## config.mk

```make
export PLATFORM = sky130hd
export DESIGN_NAME = mem_exec_unit
export DESIGN_NICKNAME = d
export VERILOG_FILES = /design/src/rtl/riscv_core_pkg.sv /design/src/rtl/load_data_align.sv /design/src/rtl/mem_exec_unit.sv
export SDC_FILE = /design/constraint.sdc
export NUM_CORES = 1
export LEC_CHECK = 0
export CAP_MARGIN = 20
export CORE_MARGIN = 10
export CORE_UTILIZATION = 48
export CTS_BUF_LIST = sky130_fd_sc_hd__clkbuf_4 sky130_fd_sc_hd__clkbuf_8
export CTS_CLUSTER_DIAMETER = 200
export DETAILED_ROUTE_END_ITERATION = 7
export PLACE_DENSITY = 0.9
export SETUP_SLACK_MARGIN = 0.15
export SLEW_MARGIN = 0
export SYNTH_ARGS = -nofsm -noshare
export SYNTH_HDL_FRONTEND = slang
export SYNTH_SLANG_ARGS = --single-unit
```

## constraint.sdc

```tcl
create_clock -name clk -period 5.4 [get_ports clk]
set_input_delay 1.08 -clock clk [delete_from_list [all_inputs] [get_ports clk]]
set_output_delay 1.08 -clock clk [all_outputs]
set_load 0.03 [all_outputs]
```

## src/rtl/riscv_core_pkg.sv

```systemverilog
// Types and constants shared by the memory pipe: funct3 width codes, FSM
// states, access-type encoding and the alignment-fault rule.
package riscv_core;

  localparam int ADDR_WIDTH = 32;
  localparam int NUM_PR     = 64;
  localparam int AL_SIZE    = 32;

  localparam logic MEM_LOAD  = 1'b0;
  localparam logic MEM_STORE = 1'b1;

  typedef enum logic [2:0] {
    MW_B  = 3'b000,
    MW_H  = 3'b001,
    MW_W  = 3'b010,
    MW_BU = 3'b100,
    MW_HU = 3'b101
  } mem_width_e;

  typedef enum logic [1:0] {
    ST_IDLE = 2'd0,
    ST_REQ  = 2'd1,
    ST_RESP = 2'd2
  } mem_state_e;

  // Unknown funct3 codes fault just like a misaligned access.
  function automatic logic mem_fault(input logic [2:0] width, input logic [1:0] off);
    case (width)
      MW_B, MW_BU: return 1'b0;
      MW_H, MW_HU: return off[0];
      MW_W:        return off != 2'b00;
      default:     return 1'b1;
    endcase
  endfunction

endpackage

```

## src/rtl/load_data_align.sv

```systemverilog
// Selects the addressed byte/half/word lane of a load word and extends it.
module load_data_align
  import riscv_core::*;
(
  input  logic [31:0] rdata_i,
  input  logic [1:0]  addr_i,
  input  logic [2:0]  width_i,
  output logic [31:0] data_o
);

  logic [31:0] lane;

  assign lane = rdata_i >> {addr_i, 3'b000};

  always_comb begin
    case (width_i)
      MW_B:    data_o = {{24{lane[7]}}, lane[7:0]};
      MW_H:    data_o = {{16{lane[15]}}, lane[15:0]};
      MW_BU:   data_o = {24'b0, lane[7:0]};
      MW_HU:   data_o = {16'b0, lane[15:0]};
      default: data_o = lane;
    endcase
  end

endmodule

```

## src/rtl/mem_exec_unit.sv

```systemverilog
// Single-outstanding memory execution unit: address generation, dmem
// request/ack handshake, load alignment and writeback reporting.
module mem_exec_unit
  import riscv_core::*;
#(
  parameter int ADDR_WIDTH = riscv_core::ADDR_WIDTH,
  parameter int PR_W       = $clog2(riscv_core::NUM_PR),
  parameter int AL_W       = $clog2(riscv_core::AL_SIZE)
) (
  input  logic                  clk,
  input  logic                  reset,
  input  logic                  miq_valid,
  input  logic [PR_W-1:0]       miq_rd,
  input  logic                  miq_uses_rd,
  input  logic [31:0]           miq_imm,
  input  logic                  miq_mem_access_type,
  input  logic [2:0]            miq_width,
  input  logic [AL_W-1:0]       miq_al_addr,
  input  logic [31:0]           rs1_data,
  input  logic [31:0]           rs2_data,
  input  logic                  kill,
  output logic                  busy,
  output logic                  dmem_req,
  output logic                  dmem_we,
  output logic [ADDR_WIDTH-1:0] dmem_addr,
  output logic [31:0]           dmem_wdata,
  output logic [3:0]            dmem_be,
  input  logic                  dmem_ack,
  input  logic [31:0]           dmem_rdata,
  output logic                  wb_valid,
  output logic [PR_W-1:0]       wb_rd,
  output logic                  wb_uses_rd,
  output logic [31:0]           wb_data,
  output logic [AL_W-1:0]       wb_al_addr,
  output logic                  wb_exception
);

  mem_state_e state_q, state_d;

  logic [31:0]     addr_q, rs2_q, ld_data_q;
  logic [PR_W-1:0] rd_q;
  logic [AL_W-1:0] al_q;
  logic [2:0]      width_q;
  logic            uses_rd_q, is_store_q, exc_q;
  logic            killed_q, killed_d;

  logic [31:0] eff_addr, ld_aligned, st_wdata;
  logic [3:0]  st_be;
  logic        accept, fault;

  assign eff_addr = rs1_data + miq_imm;
  assign fault    = mem_fault(miq_width, eff_addr[1:0]);
  assign accept   = (state_q == ST_IDLE) && miq_valid && !kill;

  always_ff @(posedge clk or posedge reset) begin
    if (reset) state_q <= ST_IDLE;
    else       state_q <= state_d;
  end

  always_comb begin
    state_d = state_q;
    case (state_q)
      ST_IDLE: if (accept) state_d = fault ? ST_RESP : ST_REQ;
      ST_REQ:  if (dmem_ack) state_d = ST_RESP;
      ST_RESP: state_d = ST_IDLE;
      default: state_d = ST_IDLE;
    endcase
  end

  // The kill is remembered through the rest of the handshake and cleared on
  // the way back to IDLE, so it never leaks into the next op.
  assign killed_d = (state_q == ST_REQ) ? (killed_q | kill) : 1'b0;

  always_ff @(posedge clk or posedge reset) begin
    if (reset) begin
      addr_q     <= '0;
      rs2_q      <= '0;
      ld_data_q  <= '0;
      rd_q       <= '0;
      al_q       <= '0;
      width_q    <= '0;
      uses_rd_q  <= 1'b0;
      is_store_q <= 1'b0;
      exc_q      <= 1'b0;
      killed_q   <= 1'b0;
    end else begin
      killed_q <= killed_d;
      if (accept) begin
        addr_q     <= eff_addr;
        rs2_q      <= rs2_data;
        rd_q       <= miq_rd;
        al_q       <= miq_al_addr;
        width_q    <= miq_width;
        uses_rd_q  <= miq_uses_rd;
        is_store_q <= miq_mem_access_type;
        exc_q      <= fault;
      end
      if (state_q == ST_REQ && dmem_ack) ld_data_q <= ld_aligned;
    end
  end

  load_data_align u_align (
    .rdata_i (dmem_rdata),
    .addr_i  (addr_q[1:0]),
    .width_i (width_q),
    .data_o  (ld_aligned)
  );

  always_comb begin
    st_be    = 4'b1111;
    st_wdata = rs2_q;
    case (width_q[1:0])
      2'b00: begin
        st_be    = 4'b0001 << addr_q[1:0];
        st_wdata = {4{rs2_q[7:0]}};
      end
      2'b01: begin
        st_be    = 4'b0011 << addr_q[1:0];
        st_wdata = {2{rs2_q[15:0]}};
      end
      default: ;
    endcase
  end

  always_comb begin
    busy         = (state_q != ST_IDLE);
    dmem_req     = 1'b0;
    dmem_we      = 1'b0;
    dmem_addr    = '0;
    dmem_wdata   = '0;
    dmem_be      = '0;
    wb_valid     = 1'b0;
    wb_rd        = '0;
    wb_uses_rd   = 1'b0;
    wb_data      = '0;
    wb_al_addr   = '0;
    wb_exception = 1'b0;
    case (state_q)
      ST_REQ: begin
        dmem_req  = 1'b1;
        dmem_we   = is_store_q;
        dmem_addr = {addr_q[ADDR_WIDTH-1:2], 2'b00};
        if (is_store_q == MEM_STORE) begin
          dmem_be    = st_be;
          dmem_wdata = st_wdata;
        end
      end
      ST_RESP: begin
        if (!killed_q && !kill) begin
          wb_valid     = 1'b1;
          wb_rd        = rd_q;
          wb_al_addr   = al_q;
          wb_exception = exc_q;
          wb_uses_rd   = (is_store_q == MEM_LOAD) && !exc_q && uses_rd_q;
          wb_data      = ((is_store_q == MEM_LOAD) && !exc_q) ? ld_data_q : 32'h0;
        end
      end
      default: ;
    endcase
  end

endmodule

```

Word level (Yosys, flattened, before mapping)
Cells that the tools add are included.
{ "word_totals": {"reg_bits": 116, "inputBits": 149, "output_inout_bits": 117, "wordCells": 76} }
{ "op_classes": {"n_addsub": 1, "n_eq_ne": 12, "shifts": 3, "muxes": 29, "bitwise_logic": 2, "reduce_logical": 18} }
{ "ops": {"columns": ["operator", "count"], "rows": [
  ["2-to-1 mux 32 bit", 6],
  ["one-hot mux 32 bit (4 select lines)", 1],
  ["one-hot mux 32 bit (2 select lines)", 1],
  ["adder 32 bit", 1],
  [">> shifter 32 x 5 -> 32 bit", 1],
  ["== test 3 bit (second input constant)", 4],
  ["2-to-1 mux 6 bit", 2],
  ["2-to-1 mux 5 bit", 2],
  ["2-to-1 mux 1 bit", 9],
  ["2-to-1 mux 4 bit", 2],
  ["one-hot mux 4 bit (2 select lines)", 1],
  ["== test 3 x 1 -> 1 bit (second input constant)", 2],
  ["logical AND 1 bit", 6],
  ["logical NOT 3 bit", 2],
  ["2-to-1 mux 2 bit", 3],
  ["== test 2 x 1 -> 1 bit (second input constant)", 2],
  ["logical NOT 2 bit", 2],
  ["!= test 2 bit (second input constant)", 2],
  ["one-hot mux 2 bit (2 select lines)", 1],
  ["nonzero test 2 bit", 2],
  ["OR reduction 2 bit", 2],
  ["<< shifter 1 x 2 -> 4 bit (first input constant)", 1],
  ["<< shifter 2 x 2 -> 4 bit (first input constant)", 1],
  ["== test 3 x 2 -> 1 bit (second input constant)", 1],
  ["6 further kinds", 8]
]} }

Depth between registers and ports, before layout
Gate-level depths: netlist of the first run.
{ "depth": {"ltp_word": 6, "mapped_depth": 9, "depth_no_buf": 9} }

By module
A second synthesis of the first run with hierarchy kept.
{ "hier_totals": {"hier_cells": 921, "hier_area_um2": 7776.2} }
{ "modules_own_cells": {"columns": ["module", "instances", "cells_each", "area_per_inst_um2", "seq_area_each_um2"], "rows": [
  ["mem_exec_unit", 1, 814, 7081.8, 2902.8],
  ["load_data_align", 1, 107, 694.4, 0.0]
]} }

Least setup slack after synthesis of the first run
OpenSTA, ideal clock, no wires.
{ "synth_timing": {"kind": "input to output", "startpoint": "input kill", "endpoint": "output wb_data[10]", "arrival_ns": 2.486, "t_required_ns": 4.320, "slack_ns": 1.834, "cell_stages": 4, "n_path_buf": 1, "path_cell_list": "nor4b_1 > nor3b_1 > clkbuf_1 > and2_1"} }
{ "synth_between": {"elab_chain_len": 4} }
{ "synth_lines": {"columns": ["element", "line", "text"], "rows": [
  ["from (decl)", "mem_exec_unit.sv:21", "input logic kill,"],
  ["logical NOT 1 bit", "mem_exec_unit.sv:149", "if (!killed_q && !kill) begin"],
  ["logical AND 1 bit", "mem_exec_unit.sv:149", null],
  ["2-to-1 mux 32 bit", "mem_exec_unit.sv:149", null],
  ["2-to-1 mux 32 bit", "mem_exec_unit.sv:138", "case (state_q)"],
  ["to (decl)", "mem_exec_unit.sv:33", "output logic [31:0] wb_data,"]
]} }
Every way passes these cells.

Worst setup path in the final report of the first run
{ "layout_timing": {"startpoint": "input kill", "endpoint": "output wb_data[7]"} }
Same word-level chain as after synthesis.

==> results of run 1 <==
[power groups by stage]
stage	clock network [W]	logic (W)	registers, W
4_1_cts	0.000817	0.00119	0.00137
3_5_place_dp	0	0.00119	0.00138
5_1_grt	0.000853	0.00133	0.00140
6_report	0.000807	0.00119	0.00137
3_3_place_gp	0	0.00115	0.00138
2_1_floorplan	0	0.000855	0.00128
[through the flow]
step	total power, W	instance area, um^2	cells	worst slack [ns]	hold WS (ns)
finish	0.00337	10900	1430	1.02	0.470
global route	0.00358	10900	1430	0.915	0.493
CTS	0.00338	10900	1430	1.01	0.472
detailed placement	0.00257	10500	1399	1.02	0.455
global placement	0.00252	10500	1399	1.09	0.446
floorplan	0.00213	7800	978	1.25	0.430
[worst max-delay path, cell delays in order]
cell	delay [ns]
clkdlybuf4s50_1	0.52
nor4b_2	0.32
nor3b_2	0.20
buf_4	0.30
and2_1	0.19
clkdlybuf4s50_1	0.68
[logic make-up after synthesis]
| kind of cell | count (synthesis) | synth area share |
|---|---|---|
| xor gates and xnor gates | 26 | 0.0292 |
| buffers and inverters | 77 | 0.0432 |
| AOI/OAI and AO/OA | 208 | 0.175 |
| other | 1 | 0.000481 |
| adders and majority gates | 32 | 0.0523 |
| DFF | 116 | 0.372 |
| and+or+nand+nor | 476 | 0.273 |
| muxes | 41 | 0.0539 |
[worst max path at each step]
stage	start	endpoint	cells after the start	slack (ns)
floorplan	reset	addr_q[0]$_DFFE_PP0P_	1	1.25
global placement	kill	wb_uses_rd	6	1.09
detailed placement	kill	wb_data[7]	6	1.02
CTS	kill	wb_data[7]	6	1.01
global route	kill	wb_data[7]	6	0.92
finish	kill	wb_data[7]	6	1.02
[metal layers]
metal	vias up	GRT usage	wire length [um]
met3	69	0.0751	2410
met1	3716	0.277	10400
met5	-	0	13
met4	2	0.106	1060
li1	3742	-	-
met2	382	0.403	12800
[sequential cells by signal, summed over array words and instances (netlist names)]
name        count
ld_data_q      32
is_store_q      1
width_q         3
killed_q        1
uses_rd_q       1
exc_q           1
al_q            5
rd_q            6
state_q         2
addr_q         32
rs2_q          32
[cell type report]
cell class	count	area share
tap	216	0.0248
sequential	116	0.267
timing repair buffer	273	0.249
inverter	9	0.00333
multi-input combinational	785	0.421
clock inverter	14	0.0144
clock buffer	17	0.0215
[cells in the final DEF, fill, tap and decap left out, types with 8 or more instances in the layout]
cell type and n:
clkbuf_8 17, nor3_1 8, mux2_2 8, and3_1 13, a21oi_1 69, xor2_1 11, nor2_1 74, o21ai_0 42
o211ai_1 10, mux2i_1 33, o22a_1 8, nand4_1 11, clkdlybuf4s50_1 263, ha_1 31, xnor2_1 15, inv_1 8
a21o_1 27, dfrtp_1 116, buf_4 10, nand2_1 268, and2_1 76
==> flow_summary_export.csv, run 1 <==
group,metric,value,unit
die,placement_rows,46,
yosys,synthDominantCellAreaShare,0.372,
power,power_frac_comb,0.354,
timing,setup_total_negative_slack,0,ns
route,route.detailed.wl_per_inst,18.7,um
yosys,yosysTopAreaCell,"dfrtp_1",
yosys,synth_area,7800,um^2
cells_and_area,register_area,2900,um^2
route,initialDrtViolationCount,580,
route,detail_route.drc_violations,0,
critical_path,worst_ep_required_time,4.32,ns
yosys,synth_top_flop_cell,"dfrtp_1",
global_route,globalRouteTotalUtil,0.240,
timing,setup_viol_count_final,0,
route,antenna_violating_nets_post_route,0,
yosys,syn_area_per_cell,7.98,um^2
critical_path,start_kind,"input pin",
clock_tree,clock_transition_at_the_registers_of_the_reported_paths,0.07,ns
global_route,grt_first_pass_wirelength,42300,um
critical_path,regToRegEndpoint,"ld_data_q[16]$_DFFE_PP0P_",
cells_and_area,n_antenna_cell,0,
run,drv.max_cap_violation_count,0,
clock_tree,ctsHtreeMaxLevel,4,
cells_and_area,synthesis_to_finish_area_growth,39.6,%
cells_and_area,multi_input_comb_area,4580,um^2
clock_tree,clock_sink_count,116,
placement,port_buffers,263,
min_path,worst_hold_path_type,"reg -> reg",
placement,detailed_place_hpwl,20300,um
yosys,yosysWarnings,0,
yosys,post-synth-top-count-cell,"nand2_1",
clock_tree,clock_tree.buffer_depth,2,
yosys,synthArstFlopShare,1.00,
cells_and_area,fillers,1285,
die,die_height,147,um
timing,finClkSkew,0.00850,ns
clock_tree,cts_tree,"built",
route,detail_route.first_pass.iterations,6,
power,vdd.ir_drop.worst,176,uV
clock_tree,cts.repair_timing.setup_buffer_count,0,
yosys,synth_area_leaders,"dfrtp_1, nand2_1, and2_1",
power,power.density,310,nW/um^2
die,core_area,15900,um^2
timing,finalHoldViolCount,0,
timing,grt_setup_unrepaired,"false",
placement,place_congestion,0.904,
yosys,post_synth_most_frequent_cells,"nand2_1, dfrtp_1, and2_1",
route,routed_wirelength,26700,um
global_route,pin_count_of_the_biggest_net_entering_global_routing,77,
power,power_frac_seq,0.407,
min_path,hold_path_startpoint,"ld_data_q[4]$_DFFE_PP0P_",
clock_tree,cts_repair_resize_count,0,
die,ios,266,
timing,worst-slew-pin-transition,0.993,ns
critical_path,cp-end-kind,"output port",
timing,timing.fmax,228,MHz
yosys,synthCells,977,
timing,drv_slew,0,
global_route,grt_antenna_before_repair,1,
die,effective_utilization_at_floorplan,0.491,
min_path,number_of_stages_on_the_worst_hold_path,2,
global_route,grt-ovfl-total,0,
power,internal_power,0.00210,W
route,vias,7911,
timing,fin_crit_sh,0.811,
yosys,synth-edff-count,0,
timing,relSlewSlack,0.336,
yosys,number_of_register_bits_inferred_by_synthesis,116,
critical_path,worstSetupPathType,"in -> out",
power,swShare,0.377,
cells_and_area,drive_gt1_frac,0.0601,
route,routed_via_density,5.53,
clock_tree,ctsHoldBuffers,0,
global_route,first_global_vias,8065,
critical_path,critical_path_peak_fanout,33,
power,p_switching,0.00127,W
yosys,synth.yosys.seq_area_share,0.372,
cells_and_area,layout.nets,1383,
clock_tree,clk-insertion-delay-late,0.45,ns
cells_and_area,layout.core_utilization,0.685,
clock_tree,cts_made_buffers,17,
clock_tree,cts_root_buf,"clkbuf_8",
critical_path,r2r.worst_path.cells,6,
status,outcome,"finished, final reports clean",
critical_path,reg2reg_slack,2.56,ns
power,clock_power_share,0.239,
die,fp.dieArea,21700,um^2
yosys,post_synth_num_cell_types,72,
power,p_leak,4.88,nW
timing,time_the_final_worst_path_needs_with_i_o_delays_and_setup,4.38,ns
min_path,min_to,"ld_data_q[4]$_DFFE_PP0P_",
die,chipWidth,147,um
critical_path,worst-endpoint-arrival,3.30,ns
critical_path,worst_r2r_startpoint,"addr_q[1]$_DFFE_PP0P_",
No activity file was read; power rests on OpenSTA's default activity.
==> run 2, diff against run 1 <==
==> constraint.sdc (replaced) <==
create_clock -name clk -period 4.3 [get_ports clk]
set_input_delay 0.86 -clock clk [delete_from_list [all_inputs] [get_ports clk]]
set_output_delay 0.86 -clock clk [all_outputs]
set_load 0.03 [all_outputs]
==> run 2 against run 1 <==
Net effect: clock skew increased by 0.0020 ns; setup slack got worse by 0.47 ns; highest routed layer unchanged; final area decreased by 0.30%; flip-flop and latch count unchanged; via count about the same; sequential share of layout area increased by 0.080 points; largest power group unchanged; critical path depth decreased by 1; first-iteration DRC count decreased by 8.3%; power increased by 26%.
==> flow_summary_export.csv, run 2 (synthesis results as in run 1) <==
group,metric,value,unit
status,outcome,"finished, final reports clean",
cells_and_area,reg_top3,"addr_q: 32 flops, ld_data_q: 32 flops, rs2_q: 32 flops",
route,routed_wirelength,27300,um
route,detail_route.drc_violations,0,
critical_path,worst_r2r_startpoint,"addr_q[1]$_DFFE_PP0P_",
route,initialDrtViolationCount,532,
global_route,grtUsageMet2,0.409,
timing,finalHoldViolCount,0,
global_route,grt_first_pass_wirelength,43100,um
route,vias,7914,
timing,whs,0.472,ns
timing,setup_total_negative_slack,0,ns
route,antenna_violating_nets_post_route,0,
critical_path,worst-endpoint-arrival,2.89,ns
clock_tree,ctsHtreeMaxLevel,4,
timing,drv_slew,0,
route,route.detailed.wl_per_inst,19.0,um
clock_tree,clock_transition_at_the_registers_of_the_reported_paths,0.07,ns
critical_path,worst_ep_required_time,3.44,ns
timing,grt_setup_unrepaired,"false",
die,die_height,147,um
critical_path,worstSetupPathType,"reg -> out",
power,vdd.ir_drop.worst,215,uV
global_route,grt_antenna_before_repair,1,
placement,placed_inst_area,10400,um^2
timing,fin_crit_sh,0.872,
global_route,first_global_vias,8069,
cells_and_area,layout.nets,1386,
power,power.density,392,nW/um^2
cells_and_area,design_area,10900,um^2
critical_path,crit_path_end,"dmem_wdata[11]",
die,fp.dieArea,21700,um^2
clock_tree,cts_tree,"built",
critical_path,r2r.worst_path.cells,7,
timing,timing.fmax,267,MHz
global_route,grt-ovfl-total,0,
critical_path,start_kind,"flop",
clock_tree,ctsHoldBuffers,0,
run,drv.max_cap_violation_count,0,
cells_and_area,drive_gt1_frac,0.0903,
cells_and_area,layout_commonest_cell,"nand2_1",
cells_and_area,layout_common_cells,"nand2_1, clkdlybuf4s50_1, dfrtp_1",
critical_path,regToRegEndpoint,"ld_data_q[20]$_DFFE_PP0P_",
timing,finClkSkew,0.0105,ns
timing,time_the_final_worst_path_needs_with_i_o_delays_and_setup,3.75,ns
power,finalPower,0.00426,W
global_route,grtUsageMet1,0.292,
die,core_area,15900,um^2
critical_path,cp-end-kind,"output port",
route,detail_route.first_pass.iterations,5,
timing,relSlewSlack,0.305,
route,routed_via_density,5.52,
global_route,pin_count_of_the_biggest_net_entering_global_routing,86,
power,p_leak,4.98,nW
die,placement_rows,46,
die,chipWidth,147,um
global_route,grt_use_met3,0.0739,
clock_tree,cts_root_buf,"clkbuf_8",
clock_tree,cts_repair_resize_count,0,
placement,port_buffers,263,
die,effective_utilization_at_floorplan,0.491,
timing,worst-slew-pin-transition,1.04,ns
global_route,globalRouteTotalUtil,0.246,
global_route,top_usage_layer,"met2",
clock_tree,clock_tree.buffer_depth,2,
timing,setup_viol_count_final,0,
critical_path,critical_path_peak_fanout,29,
placement,detailed_place_hpwl,20700,um
cells_and_area,synthesis_to_finish_area_growth,39.2,%
timing,setup_ws,0.552,ns
critical_path,reg2reg_slack,1.76,ns
clock_tree,clock_sink_count,116,
placement,place_ws,0.554,ns
clock_tree,cts_made_buffers,17,
die,ios,266,
placement,place_congestion,0.915,
clock_tree,clk-insertion-delay-late,0.44,ns
cells_and_area,n_antenna_cell,0,
min_path,worst_hold_path_type,"reg -> reg",
clock_tree,cts.repair_timing.setup_buffer_count,0,
critical_path,crit_start,"state_q[1]$_DFFE_PP0P_",
run 2: worst max-delay path: stages, from the launching register on:
cell,delay (ns)
dfrtp_1,0.43
nand2b_1,0.22
inv_1,0.10
nand2_1,0.57
a21oi_1,0.36
clkdlybuf4s50_1,0.77
run 2: through the flow:
| step | instances | utilization |
|---|---|---|
| finish | 1434 | 0.683 |
| global placement | 1401 | 0.657 |
| CTS | 1433 | 0.682 |
| global route | 1434 | 0.683 |
| detailed placement | 1401 | 0.657 |
| floorplan | 978 | - |
run 2: worst min-delay path by stage:
stage / start / to / depth (start not counted)
2_1_floorplan: addr_q[10]$_DFFE_PP0P_ / addr_q[10]$_DFFE_PP0P_ / 2
3_3_place_gp: addr_q[10]$_DFFE_PP0P_ / addr_q[10]$_DFFE_PP0P_ / 2
3_5_place_dp: ld_data_q[4]$_DFFE_PP0P_ / ld_data_q[4]$_DFFE_PP0P_ / 2
4_1_cts: ld_data_q[4]$_DFFE_PP0P_ / ld_data_q[4]$_DFFE_PP0P_ / 2
5_1_grt: rs2_q[21]$_DFFE_PP0P_ / rs2_q[21]$_DFFE_PP0P_ / 2
6_report: ld_data_q[4]$_DFFE_PP0P_ / ld_data_q[4]$_DFFE_PP0P_ / 2
run 2: power by group:
group          switching, W  leakage [nW]  internal, W
clock network      0.000471         0.199     0.000551
registers          0.000288          1.42      0.00145
logic              0.000828          3.37     0.000671
run 2: final cells by class:
class                      count  area, um^2
fill                        1281        5030
clock inverter                12         129
multi-input combinational    785        4580
clock buffer                  20         269
sequential                   116        2900
timing repair buffer         276        2670
tap                          216         270
inverter                       9        36.3
run 2: layer usage:
| layer | part of all wire | up-vias |
|---|---|---|
| li1 | - | 3749 |
| met1 | 0.39 | 3727 |
| met2 | 0.49 | 376 |
| met3 | 0.089 | 60 |
| met4 | 0.033 | 2 |
| met5 | 0.00073 | - |
==> run 3, diff against run 2 <==
--- a/config.mk
+++ b/config.mk
@@ -11,6 +11,7 @@
 export CTS_BUF_LIST = sky130_fd_sc_hd__clkbuf_4 sky130_fd_sc_hd__clkbuf_8
 export CTS_CLUSTER_DIAMETER = 200
 export DETAILED_ROUTE_END_ITERATION = 7
+export GPL_TIMING_DRIVEN = 1
 export PLACE_DENSITY = 0.9
 export SETUP_SLACK_MARGIN = 0.15
 export SLEW_MARGIN = 0
==> results of run 3 <==
No change in the layout: final DEF, timing and power equal those of run 2.
